**config.mk**
```make
export PLATFORM = sky130hd
export DESIGN_NAME = alu_exec_stage
export DESIGN_NICKNAME = d
export VERILOG_FILES = /design/src/rtl/alu_exec_stage.sv
export SDC_FILE = /design/constraint.sdc
export NUM_CORES = 1
export LEC_CHECK = 0
export CORE_AREA = 2 2 170 172
export DETAILED_ROUTE_END_ITERATION = 10
export DIE_AREA = 0 0 172 174
export GPL_ROUTABILITY_DRIVEN = 0
export GPL_TIMING_DRIVEN = 0
export PLACE_DENSITY_LB_ADDON = 0.15
export SETUP_SLACK_MARGIN = 0.05
export SLEW_MARGIN = 5
export SYNTH_ARGS = -nofsm -noshare
export SYNTH_HDL_FRONTEND = slang
export SYNTH_SLANG_ARGS = --single-unit
```
**constraint.sdc**
```tcl
create_clock -name clk -period 5.1 [get_ports clk]
set_input_delay 1.275 -clock clk [delete_from_list [all_inputs] [get_ports clk]]
set_output_delay 1.275 -clock clk [all_outputs]
set_load 0.02 [all_outputs]
```
**src/rtl/alu_exec_stage.sv**
```systemverilog
// Execute-stage wrapper around an external combinational ALU: operand stage X feeds the ALU,
// result stage W offers the outcome to writeback, with divide-by-zero/illegal handling and a retire counter.
module alu_exec_stage #(
  parameter int unsigned WIDTH    = 64,
  parameter int unsigned RD_BITS  = 5,
  parameter int unsigned CNT_BITS = 32
) (
  input  logic                clk,
  input  logic                reset_n,
  input  logic                flush,
  input  logic                in_valid,
  output logic                in_ready,
  input  logic [3:0]          in_opcode,
  input  logic [WIDTH-1:0]    in_value1,
  input  logic [WIDTH-1:0]    in_value2,
  input  logic [RD_BITS-1:0]  in_rd,
  output logic [3:0]          alu_opcode,
  output logic [WIDTH-1:0]    alu_value1,
  output logic [WIDTH-1:0]    alu_value2,
  input  logic [WIDTH-1:0]    alu_result,
  output logic                out_valid,
  input  logic                out_ready,
  output logic [WIDTH-1:0]    out_result,
  output logic [RD_BITS-1:0]  out_rd,
  output logic                out_dz,
  output logic                out_illegal,
  output logic [CNT_BITS-1:0] retired_count
);

  typedef enum logic [3:0] {
    OP_NONE = 4'd0,
    OP_ADD  = 4'd1,
    OP_SUB  = 4'd2,
    OP_MUL  = 4'd3,
    OP_DIV  = 4'd4,
    OP_XOR  = 4'd5,
    OP_AND  = 4'd6,
    OP_OR   = 4'd7,
    OP_REM  = 4'd8,
    OP_NOT  = 4'd9
  } op_e;

  logic                x_valid_q,   x_valid_d;
  logic [3:0]          x_opcode_q,  x_opcode_d;
  logic [WIDTH-1:0]    x_value1_q,  x_value1_d;
  logic [WIDTH-1:0]    x_value2_q,  x_value2_d;
  logic [RD_BITS-1:0]  x_rd_q,      x_rd_d;
  logic                out_valid_q, out_valid_d;
  logic [WIDTH-1:0]    out_result_q, out_result_d;
  logic [RD_BITS-1:0]  out_rd_q,    out_rd_d;
  logic                out_dz_q,    out_dz_d;
  logic                out_ill_q,   out_ill_d;
  logic [CNT_BITS-1:0] count_q,     count_d;

  logic w_adv;
  logic accept;
  logic w_consume;
  logic x_is_div;
  logic x_is_rem;
  logic x_zero_div;
  logic x_illegal;

  always_comb begin
    w_adv      = x_valid_q & (~out_valid_q | out_ready);
    in_ready   = ~flush & (~x_valid_q | w_adv);
    accept     = in_valid & in_ready;
    w_consume  = out_valid_q & out_ready;
    x_is_div   = (x_opcode_q == OP_DIV);
    x_is_rem   = (x_opcode_q == OP_REM);
    x_zero_div = (x_is_div | x_is_rem) & (x_value2_q == '0);
    x_illegal  = (x_opcode_q == OP_NONE) | (x_opcode_q > OP_NOT);
  end

  always_comb begin
    x_valid_d    = x_valid_q;
    x_opcode_d   = x_opcode_q;
    x_value1_d   = x_value1_q;
    x_value2_d   = x_value2_q;
    x_rd_d       = x_rd_q;
    out_valid_d  = out_valid_q;
    out_result_d = out_result_q;
    out_rd_d     = out_rd_q;
    out_dz_d     = out_dz_q;
    out_ill_d    = out_ill_q;
    count_d      = count_q;

    if (accept) begin
      x_valid_d  = 1'b1;
      x_opcode_d = in_opcode;
      x_value1_d = in_value1;
      x_value2_d = in_value2;
      x_rd_d     = in_rd;
    end else if (w_adv) begin
      x_valid_d = 1'b0;
    end

    // Zero-divisor and illegal results bypass alu_result entirely.
    if (w_adv) begin
      out_valid_d = 1'b1;
      out_rd_d    = x_rd_q;
      out_dz_d    = x_zero_div;
      out_ill_d   = x_illegal;
      if (x_zero_div && x_is_div) begin
        out_result_d = '1;
      end else if (x_zero_div || x_illegal) begin
        out_result_d = x_value1_q;
      end else begin
        out_result_d = alu_result;
      end
    end else if (w_consume) begin
      out_valid_d = 1'b0;
    end

    if (w_consume) begin
      count_d = count_q + 1'b1;
    end

    if (flush) begin
      x_valid_d   = 1'b0;
      out_valid_d = 1'b0;
      count_d     = count_q;
    end
  end

  always_ff @(posedge clk or negedge reset_n) begin
    if (!reset_n) begin
      x_valid_q    <= 1'b0;
      x_opcode_q   <= '0;
      x_value1_q   <= '0;
      x_value2_q   <= '0;
      x_rd_q       <= '0;
      out_valid_q  <= 1'b0;
      out_result_q <= '0;
      out_rd_q     <= '0;
      out_dz_q     <= 1'b0;
      out_ill_q    <= 1'b0;
      count_q      <= '0;
    end else begin
      x_valid_q    <= x_valid_d;
      x_opcode_q   <= x_opcode_d;
      x_value1_q   <= x_value1_d;
      x_value2_q   <= x_value2_d;
      x_rd_q       <= x_rd_d;
      out_valid_q  <= out_valid_d;
      out_result_q <= out_result_d;
      out_rd_q     <= out_rd_d;
      out_dz_q     <= out_dz_d;
      out_ill_q    <= out_ill_d;
      count_q      <= count_d;
    end
  end

  assign alu_opcode    = x_opcode_q;
  assign alu_value1    = x_value1_q;
  assign alu_value2    = x_value2_q;
  assign out_valid     = out_valid_q;
  assign out_result    = out_result_q;
  assign out_rd        = out_rd_q;
  assign out_dz        = out_dz_q;
  assign out_illegal   = out_ill_q;
  assign retired_count = count_q;

endmodule

```
==> summary.md, run 1 <==
| Metric | Value |
|---|---|
| Clk_lat worst skew | 0.54 ns |
| RSZ-0062 raised after global routing | false |
| Final WL | 32100 microns |
| Flop pwr share | 38.4% |
| Core ar. | 28200 sq um |
| Final count of hold timing violations | 0 |
| Final Cell Area | 15800 sq um |
| Flops & latches, synth | 242 |
| CP cell instances | clkdlybuf4s50_1 > nor2b_1 > a21oi_1 > clkdlybuf4s50_1 |
| Asr flop ratio synth | 100% |
| Final Critical Period | 3.97 ns |
| Clock power frac | 32.8% |
| Antenna violations before repair | 4 |
| NetSw | 1890 uW |
| Reg-to-reg startpoint | alu_value2[28] |
| Post-synth top area cell | dfrtp_1 |
| Dpl cell area | 14800 sq um |
| Final period util | 77.9% |
| Seq/Total Area, Yosys | 61.6% |
| Hold Path Depth | 2 |
| CP Data Required Time | 3.83 ns |
| Fmax | 252 MHz |
| Layout cells sized above 1 | 14.7% |
| Mapped Nets | 902 |
| Clock Tree Root | clkbuf_16 |
| P_int | 4550 uW |
| Global Route Usage Sum | 21.0% |
| I/O pins | 443 |
| Worst slew margin | 44.5% |
| Crit path capture type | output pin |
| Cell Rows | 62 |
| Synth top cells by count | dfrtp_1, mux2_2, nand2b_1 |
| CTS tree | done |
| Post-CTS Setup Bufs | 0 |
| Port Buffer Count | 442 |
| Switching Share | 29.3% |
| H-tree depth | 1 |
| Worst Max-Slew Pin Slew | 0.832 ns |
| Netlist cell types | 30 |
| GRT Residual Overflow | 0 |
| Largest net degree at the start of global routing | 104 |
| Most frequent cell after synthesis | dfrtp_1 |
| EDFF count, synth | 0 |
| Vias/cell | 4.87 |
| Max_cap viols | 0 |
| Hold Path Class | flip-flop to flip-flop |
| Starting density of the core | 34.8% |
| First-pass GRT wire length | 48500 microns |
| Antenna Nets Post-Route | 0 |
| Hold Path Sink | out_rd[0] |
| Power Density | 408 nW/um^2 |
| Synth Flop Type | dfrtp_1 |
| Top-area cell type share of the netlist area | 61.6% |
| Worst Skew | 0.0146 ns |
| Pre-Repair DR Iteration Count | 5 |
| CP most frequent cell | clkdlybuf4s50_1 |
| Total power | 6440 uW |
| Yosys Warn Count | 0 |
| Final setup viols | 0 |
| Hold path startpoint | x_rd_q[0] |
| Die Area | 29900 sq um |
| Clock sinks | 242 |
| DP HPWL | 23900 microns |
| DIE HEIGHT | 174 microns |
| Combinational power share | 28.8% |
| Synthesized area | 9830 sq um |
| WS Path Type | primary input to output pin |
| Nets | 1376 |
| Crit Path Max Fanout | 5 |
| Longest Clk Path Bufs | 3 |
| DR WL/cell | 20.3 microns |
| Mean Syn Cell Area | 14.1 sq um |
| Reg2Reg Setup Slack | 2.37 ns |
| Number of DRC markers in iteration 0 | 313 |
| VDD IR-drop max | 0.264 mV |
| Hold buffers post-CTS | 0 |
| Run status | finished clean |
| Area Growth Syn to Fin | 60.6% |
| Crit start category | primary input |
| Die W | 172 microns |
| Pleak | 0.00640 uW |
| Worst reg2reg endpoint | out_result[40] |
| Post-Synthesis Cells | 695 |
| Final Max Slew Viols | 0 |
| Max incr delay on CP | 0.66 ns |
| CTS resizes | 0 |
| Worst-path clk slew | 0.06 ns |
| Top post-synthesis cells by area | dfrtp_1, mux2_2, o221a_1 |
| Crit path DAT | 2.70 ns |
| Worst Reg-to-Reg Cells | 7 |
| # DRC | 0 |
| Critical Path Slowest Stage Cell | clkdlybuf4s50_1 |
| Vias in the first global route | 8046 |
| Via Count | 7683 |
| Cts bufs inserted | 28 |
-- cell type report --
cell class	instances	area [sq um]
multi-input cells	414	3580
repair buffers	444	4480
fillers	2481	12400
clock inverters	10	130
clock buffers	42	855
diodes	4	10.0
inverters	1	3.75
flip-flops and latches	242	6060
well taps	384	480
plain buffers	38	198
-- worst max-delay path by stage --
| stage | end | slack (ns) | startpoint |
|---|---|---|---|
| finish | in_ready | 1.13 | out_ready |
| global placement | alu_value2[28] | -8.27 | reset_n |
| floorplan | in_ready | 2.08 | out_ready |
| detailed placement | alu_value1[27] | 0.95 | out_ready |
| global route | in_ready | 1.06 | out_ready |
| CTS | in_ready | 1.09 | out_ready |
-- registers in the layout (all words and copies together) (netlist names), 4 cells and up --
register       flops
x_rd_q             5
out_result        64
retired_count     32
alu_opcode         4
alu_value1        64
out_rd             5
alu_value2        64
-- metrics by stage --
| step | utilization, % | setup WS (ns) | setup TNS, ns | hold WS, ns | cells |
|---|---|---|---|---|---|
| after global routing | 55.9 | 1.06 | 0 | 0.508 | 1579 |
| after CTS | 55.9 | 1.09 | 0 | 0.476 | 1575 |
| after floorplan | - | 2.08 | 0 | 0.435 | 695 |
| after global placement | 52.2 | -8.27 | -1993.16 | 0.447 | 1521 |
| after detailed placement | 52.4 | 0.952 | 0 | 0.462 | 1523 |
| final | 55.9 | 1.13 | 0 | 0.469 | 1579 |
-- power by group through the flow --
stage	clock (uW)	sequential, uW	combinational [uW]
after floorplan	0	2870	456
after global placement	0	2500	1850
after detailed placement	0	2500	1870
after CTS	2180	2480	1880
after global routing	2260	2520	1960
final	2110	2480	1850
-- placed cells by master, fill, tap and decap left out, drive strengths merged, types with 7 or more instances in the layout --
cell type | Yosys | final
and3 | 7 | 7
nor4 | 18 | 18
nand4 | 7 | 7
xor2 | 10 | 10
dfrtp | 242 | 242
nor2 | 15 | 15
clkbuf | 27 | 69
o221a | 64 | 64
xnor2 | 22 | 22
nand3 | 12 | 12
clkdlybuf4s50 | 0 | 441
nand2 | 35 | 35
mux2 | 138 | 138
nand2b | 66 | 66
buf | 11 | 14
-- layer usage --
metal,global-route usage [%],vias up,share of wire (%)
met2,35.5,323,49
li1,-,3483,-
met3,7.13,48,10
met1,25.3,3829,39
met5,0,-,0
met4,6.41,0,2.5
-- worst max-delay path: cells and delay by family --
family          cells  cell delay [ns]
buf+inv             2             1.14
compound gates      1             0.20
simple gates        1             0.09
-- kinds of logic after synthesis --
logic type,Yosys count,synth area share (%)
flops,242,61.6
simple gates,173,9.87
mux,138,15.8
compound gates,70,7.71
buf+inv,39,2.05
xor+xnor,32,2.85
fa+ha+maj,1,0.127
Power figures use the tool's default switching activity.
==> run 2, diff against run 1 <==
CORE_AREA = 2 2 174 176   (was 2 2 170 172)
DIE_AREA = 0 0 176 178   (was 0 0 172 174)
clock period = 3.2 ns   (was 5.1 ns; I/O delays follow)
==> run 2 against run 1 <==
  * Clock power increased by 45%
  * Clock skew increased by 0.0061 ns
  * Worst hold slack worse by 0.35 ns
  * Cell area decreased by 0.65%
  * Non-clock buffer count did not move
  * Sequential share of layout area is 0.25 points higher
  * Utilization decreased by 2.6 points
  * Combinational power increased by 59%
  * Via count hardly changed
  * Global-route usage shrank 0.83 points
  * Flip-flop and latch count is the same
  * Critical path type unchanged
  * Highest routed layer unchanged
==> summary.md, run 2 (same netlist as run 1, synthesis figures left out) <==
| Metric | Value |
|---|---|
| Final Max Slew Viols | 0 (unchanged) |
| Starting density of the core | 33.4% (-1.4 points) |
| DIE HEIGHT | 178 microns (+2.3%) |
| DP HPWL | 24300 microns (+1.6%) |
| Layout cells sized above 1 | 14.1% (-0.62 points) |
| Vias in the first global route | 8063 (+0.21%) |
| Largest net degree at the start of global routing | 110 (+5.8%) |
| Clock Tree Root | clkbuf_16 |
| Longest Clk Path Bufs | 3 (unchanged) |
| Commonest non-fill, non-tap cells in the layout | clkdlybuf4s50_1, dfrtp_1, mux2_2 |
| Final setup viols | 0 (unchanged) |
| # DRC | 0 (unchanged) |
| Cell Rows | 63 (+1.6%) |
| Vias/cell | 4.87 (about the same) |
| Pleak | 0.00635 uW (-0.76%) |
| Post-CTS Setup Bufs | 0 (unchanged) |
| Dpl cell area | 14800 sq um (about the same) |
| Fin Hold WS | 0.114 ns (-0.355 ns) |
| Worst Skew | 0.0207 ns (+0.00612 ns) |
| H-tree depth | 1 (unchanged) |
| CTS tree | done |
| Fin util | 53.4% (-2.6 points) |
| Worst setup path endpoint | in_ready |
| CP most frequent cell | clkdlybuf4s50_1 |
| Crit start category | primary input |
| Final Cell Area | 15700 sq um (-0.65%) |
| Crit path capture type | output pin |
| Final count of hold timing violations | 0 (unchanged) |
| Die W | 176 microns (+2.3%) |
| DR WL/cell | 20.6 microns (+1.1%) |
| Crit path DAT | 2.23 ns (-0.47 ns) |
| Fmax | 330 MHz |
| WS Path Type | primary input to output pin |
| Die Area | 31300 sq um (+4.7%) |
| Worst Reg-to-Reg Cells | 7 (unchanged) |
| Reg-to-reg startpoint | alu_value2[28] |
| Core ar. | 29400 sq um (+4.1%) |
| Commonest non-fill, non-tap cell in the layout | clkdlybuf4s50_1 |
| Critical Path Slowest Stage Cell | clkdlybuf4s50_1 |
| Antenna violations before repair | 0 (-4) |
| CP cell instances | clkdlybuf4s50_1 > nor2b_1 > a21oi_1 > clkdlybuf4s50_1 |
| Worst reg2reg endpoint | out_result[45] |
| Worst slew margin | 52.7% (+8.1 points) |
| RSZ-0062 raised after global routing | false |
| Port Buffer Count | 442 (unchanged) |
| Crit Path Max Fanout | 5 (unchanged) |
| Run status | finished clean |
| Worst-path clk slew | 0.06 ns (about the same) |
| I/O pins | 443 (unchanged) |
| Max incr delay on CP | 0.68 ns (+0.02 ns) |
| GRT Residual Overflow | 0 (unchanged) |
| Global Route Usage Sum | 20.2% (-0.83 points) |
| Cts bufs inserted | 29 (+3.6%) |
| First-pass GRT wire length | 48800 microns (+0.57%) |
| Via Count | 7682 (-0.013%) |
| Clock sinks | 242 (unchanged) |
| Final Critical Period | 3.03 ns |
| Worst Max-Slew Pin Slew | 0.710 ns (-0.122 ns) |
| VDD IR-drop max | 0.371 mV (+41%) |
| Power Density | 637 nW/um^2 (+56%) |
| Nets | 1377 (+0.073%) |
| Number of DRC markers in iteration 0 | 368 (+18%) |
| Hold Path Class | primary input to async pin |
| Final period util | 94.7% |
| Reg2Reg Setup Slack | 0.37 ns (-2.00 ns) |
| Final WL | 32500 microns (+1.0%) |
| Pre-Repair DR Iteration Count | 4 (-1) |
| Max_cap viols | 0 (unchanged) |
| Clk_lat worst skew | 0.54 ns (about the same) |
| Antenna Nets Post-Route | 0 (unchanged) |
| Worst setup path startpoint | out_ready |
| Area Growth Syn to Fin | 59.6% |
| CP Data Required Time | 2.40 ns (-1.43 ns) |
[run 2: cell count changes in the layout (fill, tap and decap cells not counted), moves of 2 or more]
cell	delta
bufinv_16	-2
clkbuf_1	+5
clkbuf_8	-3
clkinv_2	-3
clkinvlp_4	-2
diode_2	-3
[run 2: power breakdown]
part	internal (uW)	switching (uW)
Clock	1850	1230
Sequential	3580	379
Combinational	1590	1360
Total	7020	2970
[run 2: per-stage QoR]
step	power (uW)	TNS [ns]	worst slack [ns]	std cells
finish	9990	0	0.169	1578
detailed placement	6990	-27.98	-0.478	1529
CTS	10200	0	0.0867	1577
global placement	6960	-2360.67	-9.68	1527
global route	10500	0	0.0739	1577
floorplan	5290	0	0.672	695
[run 2: layout make-up]
class | instances | area [sq um]
Antenna cell | 1 | 2.50
Buffer | 38 | 199
Clock buffer | 44 | 832
Clock inverter | 4 | 48.8
Fill cell | 2549 | 13700
Inverter | 1 | 3.75
Multi-Input combinational cell | 414 | 3580
Sequential cell | 242 | 6060
Tap cell | 390 | 488
Timing Repair Buffer | 444 | 4480
[run 2: per-layer routing]
metal	up-vias	part of all wire [%]	global-route usage, %
met5	-	0	0
met4	0	2.1	4.55
met3	46	9.2	6.65
met2	341	49	35.0
met1	3811	39	24.5
li1	3484	-	-
[run 2: worst min path at each step]
stage | from | endpoint | slack [ns] | cells after the start
finish | reset_n | alu_value1[27] | 0.11 | 1
global placement | x_rd_q[1] | out_rd[1] | 0.45 | 2
detailed placement | x_rd_q[0] | out_rd[0] | 0.45 | 2
global route | reset_n | retired_count[2] | 0.10 | 1
CTS | reset_n | retired_count[2] | 0.09 | 1
floorplan | x_rd_q[0] | out_rd[0] | 0.43 | 2
[run 2: what timing repair did]
| item | 4_1_cts | 5_1_grt |
|---|---|---|
| endpoints found under the setup margin | 0 | 10 |
| hold buffers | 0 | 0 |
| gates resized for setup | 0 | 2 |
[run 2: worst max-delay path: cells and delay by family]
kind | cells | cell delay [ns]
AOI/OAI and AO/OA | 1 | 0.20
buffers and inverters | 2 | 1.15
and+or+nand+nor | 1 | 0.08
==> run 3, diff against run 2 <==
CELL_PAD_IN_SITES_DETAIL_PLACEMENT = 0   (was not set)
CELL_PAD_IN_SITES_GLOBAL_PLACEMENT = 2   (was not set)
CORE_AREA = 2 2 206 208   (was 2 2 174 176)
DIE_AREA = 0 0 208 210   (was 0 0 176 178)
==> run 3 against run 2 <==
  * Clock skew is 0.016 ns higher
  * Die area up 39%
  * Cell count increased by 9.8%
  * Worst hold slack improved by 0.073 ns
  * Via count shrank 2.1%
  * Critical path depth stayed put
  * Sequential share of layout area fell by 0.64 points
  * Utilization decreased by 15 points
  * Cell area rose by 1.7%
  * Flip-flop and latch count unchanged
  * Largest cell class unchanged
  * Largest power group unchanged
  * Highest routed layer is now met5
==> summary.md, run 3 (same netlist as run 1, synthesis figures left out) <==
| Metric | Value |
|---|---|
| Run status | finished clean |
| Max_cap viols | 0 (unchanged) |
| Worst Max-Slew Pin Slew | 0.753 ns (+0.0429 ns) |
| First-pass GRT wire length | 52900 microns (+8.6%) |
| Final Cell Area | 16000 sq um (+1.7%) |
| CP Data Required Time | 2.40 ns (about the same) |
| I/O pins | 443 (unchanged) |
| Die W | 208 microns (+18%) |
| Clock Tree Root | clkbuf_16 |
| Commonest non-fill, non-tap cell in the layout | clkdlybuf4s50_1 |
| Area Growth Syn to Fin | 62.2% |
| Vias in the first global route | 8094 (+0.38%) |
| Register Area | 6060 sq um (unchanged) |
| Worst-path clk slew | 0.06 ns (about the same) |
| Largest net degree at the start of global routing | 103 (-6.4%) |
| Via Count | 7518 (-2.1%) |
| Power Density | 640 nW/um^2 (+0.52%) |
| Final count of hold timing violations | 0 (unchanged) |
| Final setup viols | 0 (unchanged) |
| Max incr delay on CP | 0.68 ns (about the same) |
| Fin Hold WS | 0.187 ns (+0.0725 ns) |
| Area taken by multi-input logic gates | 3580 sq um (about the same) |
| Worst slew margin | 49.8% (-2.9 points) |
| Fin util | 38.5% (-15 points) |
| Cell Rows | 75 (+19%) |
| Final period util | 95.2% (+0.51 points) |
| Commonest non-fill, non-tap cells in the layout | clkdlybuf4s50_1, dfrtp_1, mux2_2 |
| Antenna Nets Post-Route | 0 (unchanged) |
| Pleak | 0.00640 uW (+0.74%) |
| Fillers | 4090 (+60%) |
| Core ar. | 41500 sq um (+41%) |
| Placed cells | 1678 (+9.7%) |
| Final Critical Period | 3.05 ns (+0.0165 ns) |
| Dpl cell area | 15000 sq um (+1.3%) |
| Starting density of the core | 23.7% (-9.7 points) |
| Crit path DAT | 2.25 ns (+0.02 ns) |
| Crit path capture type | output pin |
| Reg2Reg Setup Slack | 0.33 ns (-0.04 ns) |
| RSZ-0062 raised after global routing | false |
| Crit path max-delay family | buffers and inverters |
| Layout cells sized above 1 | 15.0% (+0.94 points) |
| Final WL | 35300 microns (+8.7%) |
| Longest Clk Path Bufs | 3 (unchanged) |
| Die Area | 43700 sq um (+39%) |
| Post-Layout Cell Count | 1733 (+9.8%) |
| Antenna violations before repair | 3 (+3) |
| Final Max Slew Viols | 0 (unchanged) |
| Pre-Repair DR Iteration Count | 4 (unchanged) |
| WP buf/inv | 2 (unchanged) |
| DIE HEIGHT | 210 microns (+18%) |
| CP most frequent cell | clkdlybuf4s50_1 |
| Hold Path Class | primary input to async pin |
| VDD IR-drop max | 0.370 mV (-0.27%) |
| DR WL/cell | 20.4 microns (-1.1%) |
| Fmax | 328 MHz (-0.54%) |
| # DRC | 0 (unchanged) |
| CTS tree | done |
| H-tree depth | 1 (unchanged) |
| DP HPWL | 26400 microns (+8.6%) |
| Clk_lat worst skew | 0.57 ns (+0.03 ns) |
| Vias/cell | 4.34 (-11%) |
| Global Route Usage Sum | 15.8% (-4.4 points) |
| Port Buffer Count | 442 (unchanged) |
| Dpl ws | -0.537 ns (-0.0598 ns) |
| CP cell instances | clkdlybuf4s50_1 > nor2b_1 > a21oi_1 > clkdlybuf4s50_1 |
| Clock sinks | 242 (unchanged) |
| WS Path Type | primary input to output pin |
| Crit start category | primary input |
| Cts bufs inserted | 29 (unchanged) |
| Crit Path Max Fanout | 5 (unchanged) |
| Critical Path Slowest Stage Cell | clkdlybuf4s50_1 |
| Worst Skew | 0.0370 ns (+0.0164 ns) |
| Post-CTS Setup Bufs | 0 (unchanged) |
| Number of DRC markers in iteration 0 | 398 (+8.2%) |
| GRT Residual Overflow | 0 (unchanged) |
| Final Worst Setup Slack | 0.153 ns (-0.0165 ns) |
| Nets | 1377 (unchanged) |
run 3: changes by cell type in the layout (fill, tap and decap cells not counted), sizes merged:
| cell | delta |
|---|---|
| clkinv | +6 |
| buf | +1 |
| clkbuf | -2 |
| clkinvlp | +1 |
run 3: routing by layer:
layer	track usage (%)	vias up	part of all wire [%]	wire length, microns
met2	25.7	287	47	16600
met4	3.28	2	1.9	669
li1	-	3479	-	-
met5	0	-	0.031	11
met1	19.9	3712	42	14700
met3	6.32	38	9.3	3280
run 3: worst paths after layout:
check / endpoint / from / depth (start not counted)
setup / recovery: in_ready / out_ready / 4
hold / removal: alu_value1[25] / reset_n / 1
setup reg to reg: out_result[5] / alu_value2[25] / 7
hold reg to reg: out_rd[0] / x_rd_q[0] / 2
max in group asynchronous: alu_value2[24] / reset_n / 2
min in group clk: out_rd[0] / x_rd_q[0] / 2
run 3: area by class of cell:
cell class              count  share of cell area, %
flip-flops and latches    242                   38.0
repair buffers            444                   28.1
multi-input cells         414                   22.4
clock buffers              43                   5.44
well taps                 539                   4.23
plain buffers              38                   1.25
clock inverters            11                  0.541
inverters                   1                 0.0235
diodes                      1                 0.0157
run 3: where the power goes:
part	internal (uW)	leakage, uW	switching (uW)
registers	3580	0.00287	364
clock network	1950	0.000478	1330
logic	1590	0.00305	1390
total	7120	0.00640	3090
run 3: timing repair:
item / 4_1_cts / 5_1_grt
gates resized for setup: 0 / 4
hold buffers: 0 / 0
endpoints found under the setup margin: 0 / 50
run 3: metrics by stage:
step / power (uW) / TNS (ns)
2_1_floorplan: 5290 / 0
3_3_place_gp: 7010 / -2528.76
3_5_place_dp: 7020 / -50.03
4_1_cts: 10400 / 0
5_1_grt: 10700 / 0
6_report: 10200 / 0
